**src/rtl/ccff_chain_loader.sv**
```systemverilog
// Purpose: streams word-wide bitstream data onto a CCFF configuration chain and returns ccff_tail bits as readback words.
// Latency: a word accepted in cycle N shifts its bit 0 in cycle N+1; done pulses one cycle after the final readback handshake.
// Backpressure: cfg_ready follows a one-word input buffer; a pending readback word with rb_ready low freezes shifting and cfg_ready.
//
// Ports:
//   prog_clk, prog_reset         configuration clock, synchronous active-high reset
//   start / busy / done / err    load request, LOAD|DRAIN indicator, completion pulse, sticky cfg_last error
//   cfg_data/last/valid/ready    bitstream word stream (bit 0 shifted first, cfg_last on word NWORDS-1)
//   ccff_head/shift_en/tail      serial chain interface
//   rb_data/valid/ready          readback word stream (first tail bit in bit 0)
module ccff_chain_loader #(
   parameter int CHAIN_LEN = 64,
   parameter int WORD_W    = 8
) (
   input  logic              prog_clk,
   input  logic              prog_reset,
   input  logic              start,
   output logic              busy,
   output logic              done,
   output logic              err,
   input  logic [WORD_W-1:0] cfg_data,
   input  logic              cfg_last,
   input  logic              cfg_valid,
   output logic              cfg_ready,
   output logic              ccff_head,
   output logic              ccff_shift_en,
   input  logic              ccff_tail,
   output logic [WORD_W-1:0] rb_data,
   output logic              rb_valid,
   input  logic              rb_ready
);

   localparam int NWORDS    = (CHAIN_LEN + WORD_W - 1) / WORD_W;
   // Valid bits carried by the final (possibly short) word.
   localparam int LAST_BITS = CHAIN_LEN - (NWORDS - 1) * WORD_W;
   localparam int CW        = $clog2(CHAIN_LEN + 1);
   localparam int WCW       = $clog2(NWORDS + 1);
   localparam int BCW       = $clog2(WORD_W + 1);

   typedef enum logic [1:0] {
      S_IDLE,
      S_LOAD,
      S_DRAIN,
      S_DONE
   } state_t;

   state_t            state;

   // Input buffer: one word plus the number of its bits still to shift.
   logic [WORD_W-1:0] buf_dat;
   logic [BCW-1:0]    buf_cnt;
   logic [WCW-1:0]    words_acc;

   // Chain position and readback assembly.
   logic [CW-1:0]     bit_cnt;
   logic [WORD_W-1:0] rb_sr;
   logic [BCW-1:0]    rb_cnt;

   logic              stall;
   logic              in_load;
   logic              shift;
   logic              accept;
   logic              acc_is_last;
   logic              last_chain_bit;
   logic              rb_full;
   logic [WORD_W-1:0] next_sr;

   always_comb begin
      // A readback word waiting on the sink blocks the chain so no tail bit is lost.
      stall          = rb_valid & ~rb_ready;
      in_load        = (state == S_LOAD);
      shift          = in_load & (buf_cnt != '0) & ~stall;
      // Refill either into an empty buffer or in the same cycle its last bit leaves,
      // which keeps back-to-back words bubble-free.
      cfg_ready      = in_load & ~stall & (words_acc < WCW'(NWORDS)) &
                       ((buf_cnt == '0) | ((buf_cnt == BCW'(1)) & shift));
      accept         = cfg_ready & cfg_valid;
      acc_is_last    = (words_acc == WCW'(NWORDS - 1));
      last_chain_bit = (bit_cnt == CW'(CHAIN_LEN - 1));
      rb_full        = (rb_cnt == BCW'(WORD_W - 1)) | last_chain_bit;
      ccff_shift_en  = shift;
      ccff_head      = shift & buf_dat[0];

      // Tail bit lands at the next free position; unused upper bits stay 0.
      next_sr = rb_sr;
      for (int i = 0; i < WORD_W; i++) begin
         if (rb_cnt == BCW'(i)) begin
            next_sr[i] = ccff_tail;
         end
      end
   end

   always_ff @(posedge prog_clk) begin
      if (prog_reset) begin
         state     <= S_IDLE;
         busy      <= 1'b0;
         done      <= 1'b0;
         err       <= 1'b0;
         buf_dat   <= '0;
         buf_cnt   <= '0;
         words_acc <= '0;
         bit_cnt   <= '0;
         rb_sr     <= '0;
         rb_cnt    <= '0;
         rb_data   <= '0;
         rb_valid  <= 1'b0;
      end else begin
         done <= 1'b0;

         if (rb_valid && rb_ready) begin
            rb_valid <= 1'b0;
         end

         case (state)
            S_IDLE: begin
               if (start) begin
                  state     <= S_LOAD;
                  busy      <= 1'b1;
                  err       <= 1'b0;
                  bit_cnt   <= '0;
                  words_acc <= '0;
                  buf_cnt   <= '0;
                  rb_cnt    <= '0;
                  rb_sr     <= '0;
               end
            end

            S_LOAD: begin
               if (accept) begin
                  buf_dat   <= cfg_data;
                  // Upper bits of the short final word are never counted, so never shifted.
                  buf_cnt   <= acc_is_last ? BCW'(LAST_BITS) : BCW'(WORD_W);
                  words_acc <= words_acc + WCW'(1);
                  if (cfg_last != acc_is_last) begin
                     err <= 1'b1;
                  end
               end else if (shift) begin
                  buf_dat <= buf_dat >> 1;
                  buf_cnt <= buf_cnt - BCW'(1);
               end

               if (shift) begin
                  bit_cnt <= bit_cnt + CW'(1);
                  if (rb_full) begin
                     // Only reachable when rb_valid is low or handshaking now,
                     // so rb_data never changes under a pending word.
                     rb_data  <= next_sr;
                     rb_valid <= 1'b1;
                     rb_sr    <= '0;
                     rb_cnt   <= '0;
                  end else begin
                     rb_sr  <= next_sr;
                     rb_cnt <= rb_cnt + BCW'(1);
                  end
                  if (last_chain_bit) begin
                     state <= S_DRAIN;
                  end
               end
            end

            S_DRAIN: begin
               // Leave as soon as the final readback word is gone or leaving this cycle.
               if (!rb_valid || rb_ready) begin
                  state <= S_DONE;
                  busy  <= 1'b0;
                  done  <= 1'b1;
               end
            end

            S_DONE: begin
               state <= S_IDLE;
            end

            default: begin
               state <= S_IDLE;
            end
         endcase
      end
   end

endmodule

```
**config.mk**
```make
export PLATFORM = sky130hd
export DESIGN_NAME = ccff_chain_loader
export DESIGN_NICKNAME = d
export VERILOG_FILES = /design/src/rtl/ccff_chain_loader.sv
export SDC_FILE = /design/constraint.sdc
export NUM_CORES = 1
export LEC_CHECK = 0
export CAP_MARGIN = 20
export CORE_MARGIN = 5
export CORE_UTILIZATION = 45
export CTS_BUF_LIST = sky130_fd_sc_hd__clkbuf_8 sky130_fd_sc_hd__clkbuf_16
export CTS_CLUSTER_DIAMETER = 80
export DETAILED_ROUTE_END_ITERATION = 16
export PLACE_DENSITY_LB_ADDON = 0.25
export SETUP_SLACK_MARGIN = 0.3
export SYNTH_ARGS = -nofsm -noshare
export SYNTH_HDL_FRONTEND = slang
export SYNTH_SLANG_ARGS = --single-unit
```
**constraint.sdc**
```tcl
create_clock -name prog_clk -period 2.8 [get_ports prog_clk]
set_input_delay 0.84 -clock prog_clk [delete_from_list [all_inputs] [get_ports prog_clk]]
set_output_delay 0.84 -clock prog_clk [all_outputs]
set_load 0.05 [all_outputs]
```
======== Word-level counts from Yosys, hierarchy flattened ========
Index checks and enable logic that the tools add are counted.
cells by class
  add/subtract/negate cells ............... 4
  equal/unequal tests ..................... 21
  bitwise logic cells ..................... 14
  multiplexer cells ....................... 43
  reduce and logical (&&, ||, !) cells .... 19
  $lt $le $gt $ge ......................... 1
operator list
  kind                   count
  $mux W8                5
  $mux W4                6
  $pmux W4 S2            3
  $eq A4 B3 Y1 const B   5
  $mux W1                18
  $pmux W8 S2            1
  $reduce_and A3 Y1      5
  $mux W7                2
  $pmux W7 S2            1
  $and A1 B1 Y1          9
  $add A4 B1 Y4 const B  2
  $eq A4 B1 Y1 const B   2
  $eq A4 B2 Y1 const B   2
  $logic_not A4 Y1       2
  $mux W2                4
  $pmux W2 S4            1
  $reduce_and A4 Y1      2
  $add A7 B1 Y7 const B  1
  $eq A7 B6 Y1 const B   1
  $ne A2 B1 Y1 const B   3
  $ne A2 B2 Y1 const B   3
  $reduce_bool A2 Y1     3
  $eq A2 B2 Y1 const B   2
  $lt A4 B4 Y1 const B   1
  other kinds (14)       18
storage, ports and cells
  output and inout port bits .............. 15
  logic and storage cells ................. 114
  input bits .............................. 15
  register bits ........................... 49

======== Longest topological paths before layout ========
  depth in word-level cells ............... 10
  gate-level depth with buffers ........... 8
  mapped depth without buffers ............ 7

======== Least setup slack after synthesis ========
OpenSTA, ideal clock, no wires.
  kind .................................... in2out
  start ................................... in rb_ready
  end ..................................... out ccff_head
  required time ........................... 1.960 ns
  setup slack ............................. -0.456 ns
  stages .................................. 5
  buffers on the path ..................... 1
  arrival time ............................ 2.416 ns
  cell sequence ........................... nand2b_1 nand3_1 inv_1 clkbuf_1 and2_1
between the ends
  word-level cells in the longest chain between the ends .. 5
RTL lines
  item                     RTL line  text
  from (decl)              30        input logic rb_ready
  $not A1 Y1               70        stall = rb_valid & ~rb_ready;
  $and A1 B1 Y1            70
  $not A1 Y1               72        shift = in_load & (buf_cnt != '0) & ~stall;
  $and A1 B1 Y1            72
  named net ccff_shift_en  26        output logic ccff_shift_en,
  $and A1 B1 Y1            82        ccff_head = shift & buf_dat[0];
  to (decl)                25        output logic ccff_head,
The timed path passes the listed nets, and every way through them passes these cells.

======== Worst setup path after layout ========
  start ................................... reg buf_cnt[0]
  end ..................................... out ccff_head
between the ends
  word-level cells in the longest chain between the ends .. 4
RTL lines
  item                         RTL line  text
  from (decl)                  51        logic [BCW-1:0] buf_cnt;
  from (signal assigned)       132       buf_cnt <= acc_is_last ? BCW'(LAST_BITS) : BCW'(WORD_W);
  from (signal assigned)       139       buf_cnt <= buf_cnt - BCW'(1);
  $reduce_bool A4 Y1           72
  $and A1 B1 Y1 (2 in series)  72
  $and A1 B1 Y1                82
No other way between the ends.

==> metrics.yaml <==
status: "complete, no violations"
max_clock_freq_mhz: 398
setup_viol: 0
cts_root_buf: "clkbuf_8"
finalHoldViolations: 0
syn_area_um2: 2510
ios: 30
rsz0062_at_grt: "true"
worstSkewPairLatency_ns: 0.31
synth_common_cells: "dfxtp_1 (49), nand2_1 (27), nor2_1 (24), a21oi_1 (15), clkbuf_1 (15)"
synth_top_cell_area_share_pct: 39.1
reg2reg_from: "state[1]"
track_usage_pct: 17.7
power_density_nw_per_um2: 792
numPortBuffers: 29
cp.arrival_ns: 1.67
ys_seq_elements: 49
r2r_setup_slack_ns: 0.66
synth_most_common_cell: "dfxtp_1"
via_per_inst: 5.71
path_depth: 7
drcViolationCount: 0
ff_latch_area_um2: 986
clock-sinks: 49
grt_start_max_net_pins: 34
critPathBufInv: 3
nFillCells: 516
syn_nets: 316
synth_fa_ha_area_share_pct: 5.98
row_count: 27
drt_iter0_markers: 115
dp_cells: 387
cp_top_family: "simple AND/OR/NAND/NOR gates"
slew_viol_final: 0
dieArea_um2: 7170
ys.warnings.count: 0
vias: 2301
startpoint: "buf_cnt[0]"
cp_cell_sequence: "inv_4 > ha_4 > or3b_4 > nand3_4 > inv_4 > and2_4 > buf_12"
ant_nets: 0
num-nets-final: 357
fin_crit_sh_pct: 89.8
dpl.hpwl_mm: 4.36
reg2reg_depth: 8
grt_pass1_wl_mm: 10.7
period_needed_ns: 2.51
relSlewSlack_pct: 57.5
path_clk_slew_ns: 0.09
synth_xor_area_share_pct: 1.74
drive_above_1_share_pct: 17.5
whs_ns: 0.474
grt_pass1_vias: 2296
crit_path_start_kind: "flip-flop"
muxShareOfSynthArea_pct: 4.88
cts_made_buffers: 5
fin_skew_ns: 0.00952
synth_top_family_by_area: "simple AND/OR/NAND/NOR gates"
wl_per_cell_um: 15.3
synth-seq-area-share_pct: 39.1
dieWidth_um: 84.7
reg2reg_to: "rb_cnt[3]"
max_stage_delay_ns: 0.39
avgSynthCellArea_um2: 8.69
cts_buffer_depth: 2
instances_no_fill: 403
yosys.area.top_type: "dfxtp_1"
max_cap_violations: 0
synthArstFlopShare_pct: 0
h-tree-depth: 2
multi_input_area_um2: 1460
synth_edf_count: 0
area_delta_synth_final_pct: 27.8
hold_class: "reg -> reg"
synth-simple-area-share_pct: 24.4
initial_core_util_pct: 45.9
gr-total-overflow: 0
cts_tree: "yes"
antenna_found_initial: 0
crit_slowest_cell: "or3b_4"
totalWireLength_mm: 6.15
dieHeight_um: 84.7
dr.pass1.iters: 4
n_antenna_cell: 0
synth_compound_area_share_pct: 19.3
p_leak_uw: 0.00121
crit_top_cell: "inv_4"
core_area_um2: 5470
synth_ff_type: "dfxtp_1"
synth_cell_type_count: 52
crit_fanout: 3
gp_congestion: 0.840
synth.area.top_cells: "dfxtp_1 (39%), ha_1 (6.0%), nand2_1 (4.0%), mux2i_1 (4.0%), nor2_1 (3.6%)"
required_ns: 1.96
netlist_instances: 289
end_kind: "output port"
cp-endpoint: "ccff_head"
critPathKind: "reg -> out"
ir_drop_uv: 378
worst_pin_slew_ns: 0.631
## layout by cell type, fill, tap and decap left out, types with 2 or more instances in the layout
master,instances
nand3_1,7
inv_4,2
inv_1,7
or4_1,4
o21a_1,2
a22o_1,9
bufinv_16,2
o211a_1,2
a21oi_1,15
xnor2_1,4
nor4_1,13
o41ai_1,2
nor3b_1,6
or3_1,3
o211ai_1,2
a31o_2,7
o21ai_0,12
clkbuf_8,5
buf_12,3
nand4_1,4
nor3_1,3
nand2b_1,2
dfxtp_1,47
nand2_1,27
mux2i_1,10
o31ai_1,2
clkdlybuf4s50_1,25
mux2_2,2
nor2_1,24
a31oi_1,7
nand3b_1,6
ha_1,10
buf_4,23
## worst register-to-register path, stage by stage (launching register included)
cell	delay (ns)
dfxtp_1	0.34
inv_1	0.10
ha_2	0.25
buf_4	0.21
mux2i_1	0.11
buf_4	0.20
nor4_1	0.38
nand2_1	0.15
o41ai_1	0.30
## worst min-delay path by stage
| stage | from | endpoint | slack [ns] | depth (start not counted) |
|---|---|---|---|---|
| final | buf_dat[1] | buf_dat[0] | 0.47 | 2 |
| after global routing | buf_dat[5] | buf_dat[4] | 0.50 | 2 |
| after CTS | buf_dat[1] | buf_dat[0] | 0.48 | 2 |
| after detailed placement | buf_dat[5] | buf_dat[4] | 0.46 | 2 |
| after global placement | rb_sr[7] | rb_sr[7] | 0.45 | 1 |
| after floorplan | bit_cnt[6] | bit_cnt[6] | 0.44 | 2 |
## final cells by class
| type | instances | share of cell area (%) |
|---|---|---|
| Multi-Input combinational cell | 212 | 45.6 |
| Clock inverter | 3 | 2.03 |
| Inverter | 10 | 1.33 |
| Tap cell | 72 | 2.81 |
| Sequential cell | 49 | 30.7 |
| Clock buffer | 5 | 2.15 |
| Timing Repair Buffer | 52 | 15.4 |
## registers in the layout (all words and copies together) (netlist names)
signal and cells:
words_acc 4, buf_dat 8, state 2, rb_valid 1, rb_data 8, busy 1, rb_sr 8, buf_cnt 4
done 1, bit_cnt 7, rb_cnt 4, err 1
## stage by stage
stage                     area, um^2  setup TNS [ns]  util, %  total power, uW  setup WS, ns
final                           3210               0     58.6             2540         0.285
after global routing            3210               0     58.6             2700         0.246
after CTS                       3190               0     58.3             2520         0.298
after detailed placement        2960          -0.156     54.2             1880       -0.0945
after global placement          2960          -0.125     54.2             1860       -0.0789
after floorplan                 2530               0        -             1560         0.248
## layer usage
metal | up-vias | global-route usage (%) | part of all wire (%)
met5 | - | 0 | 0
met3 | 10 | 3.83 | 4.7
met4 | 0 | 5.76 | 1.5
met2 | 51 | 29.5 | 47
li1 | 1145 | - | -
met1 | 1095 | 22.8 | 46
## logic make-up (layout without fill, tap and decap cells)
| kind of cell | count (synthesis) | in the layout |
|---|---|---|
| AOI/OAI and AO/OA | 70 | 70 |
| muxes | 12 | 12 |
| xor gates and xnor gates | 5 | 5 |
| adders and majority gates | 12 | 12 |
| and+or+nand+nor | 113 | 113 |
| buffers and inverters | 28 | 70 |
| DFF | 49 | 49 |
## what timing repair did
| action | 4_1_cts | 5_1_grt |
|---|---|---|
| setup endpoints to repair | 3 | 3 |
| hold buffers | 0 | 0 |
| gates cloned | 0 | 0 |
| pin swaps | 3 | 2 |
| resized for setup | 16 | 2 |
| buffers inserted | 7 | 1 |
## where the power goes
group          switching, uW  internal (uW)  leakage [uW]  total, uW
Combinational            643            452      0.000739       1100
Clock                    244            355     0.0000681        599
Sequential              66.9            781      0.000398        848
No activity file was read; power rests on OpenSTA's default activity.
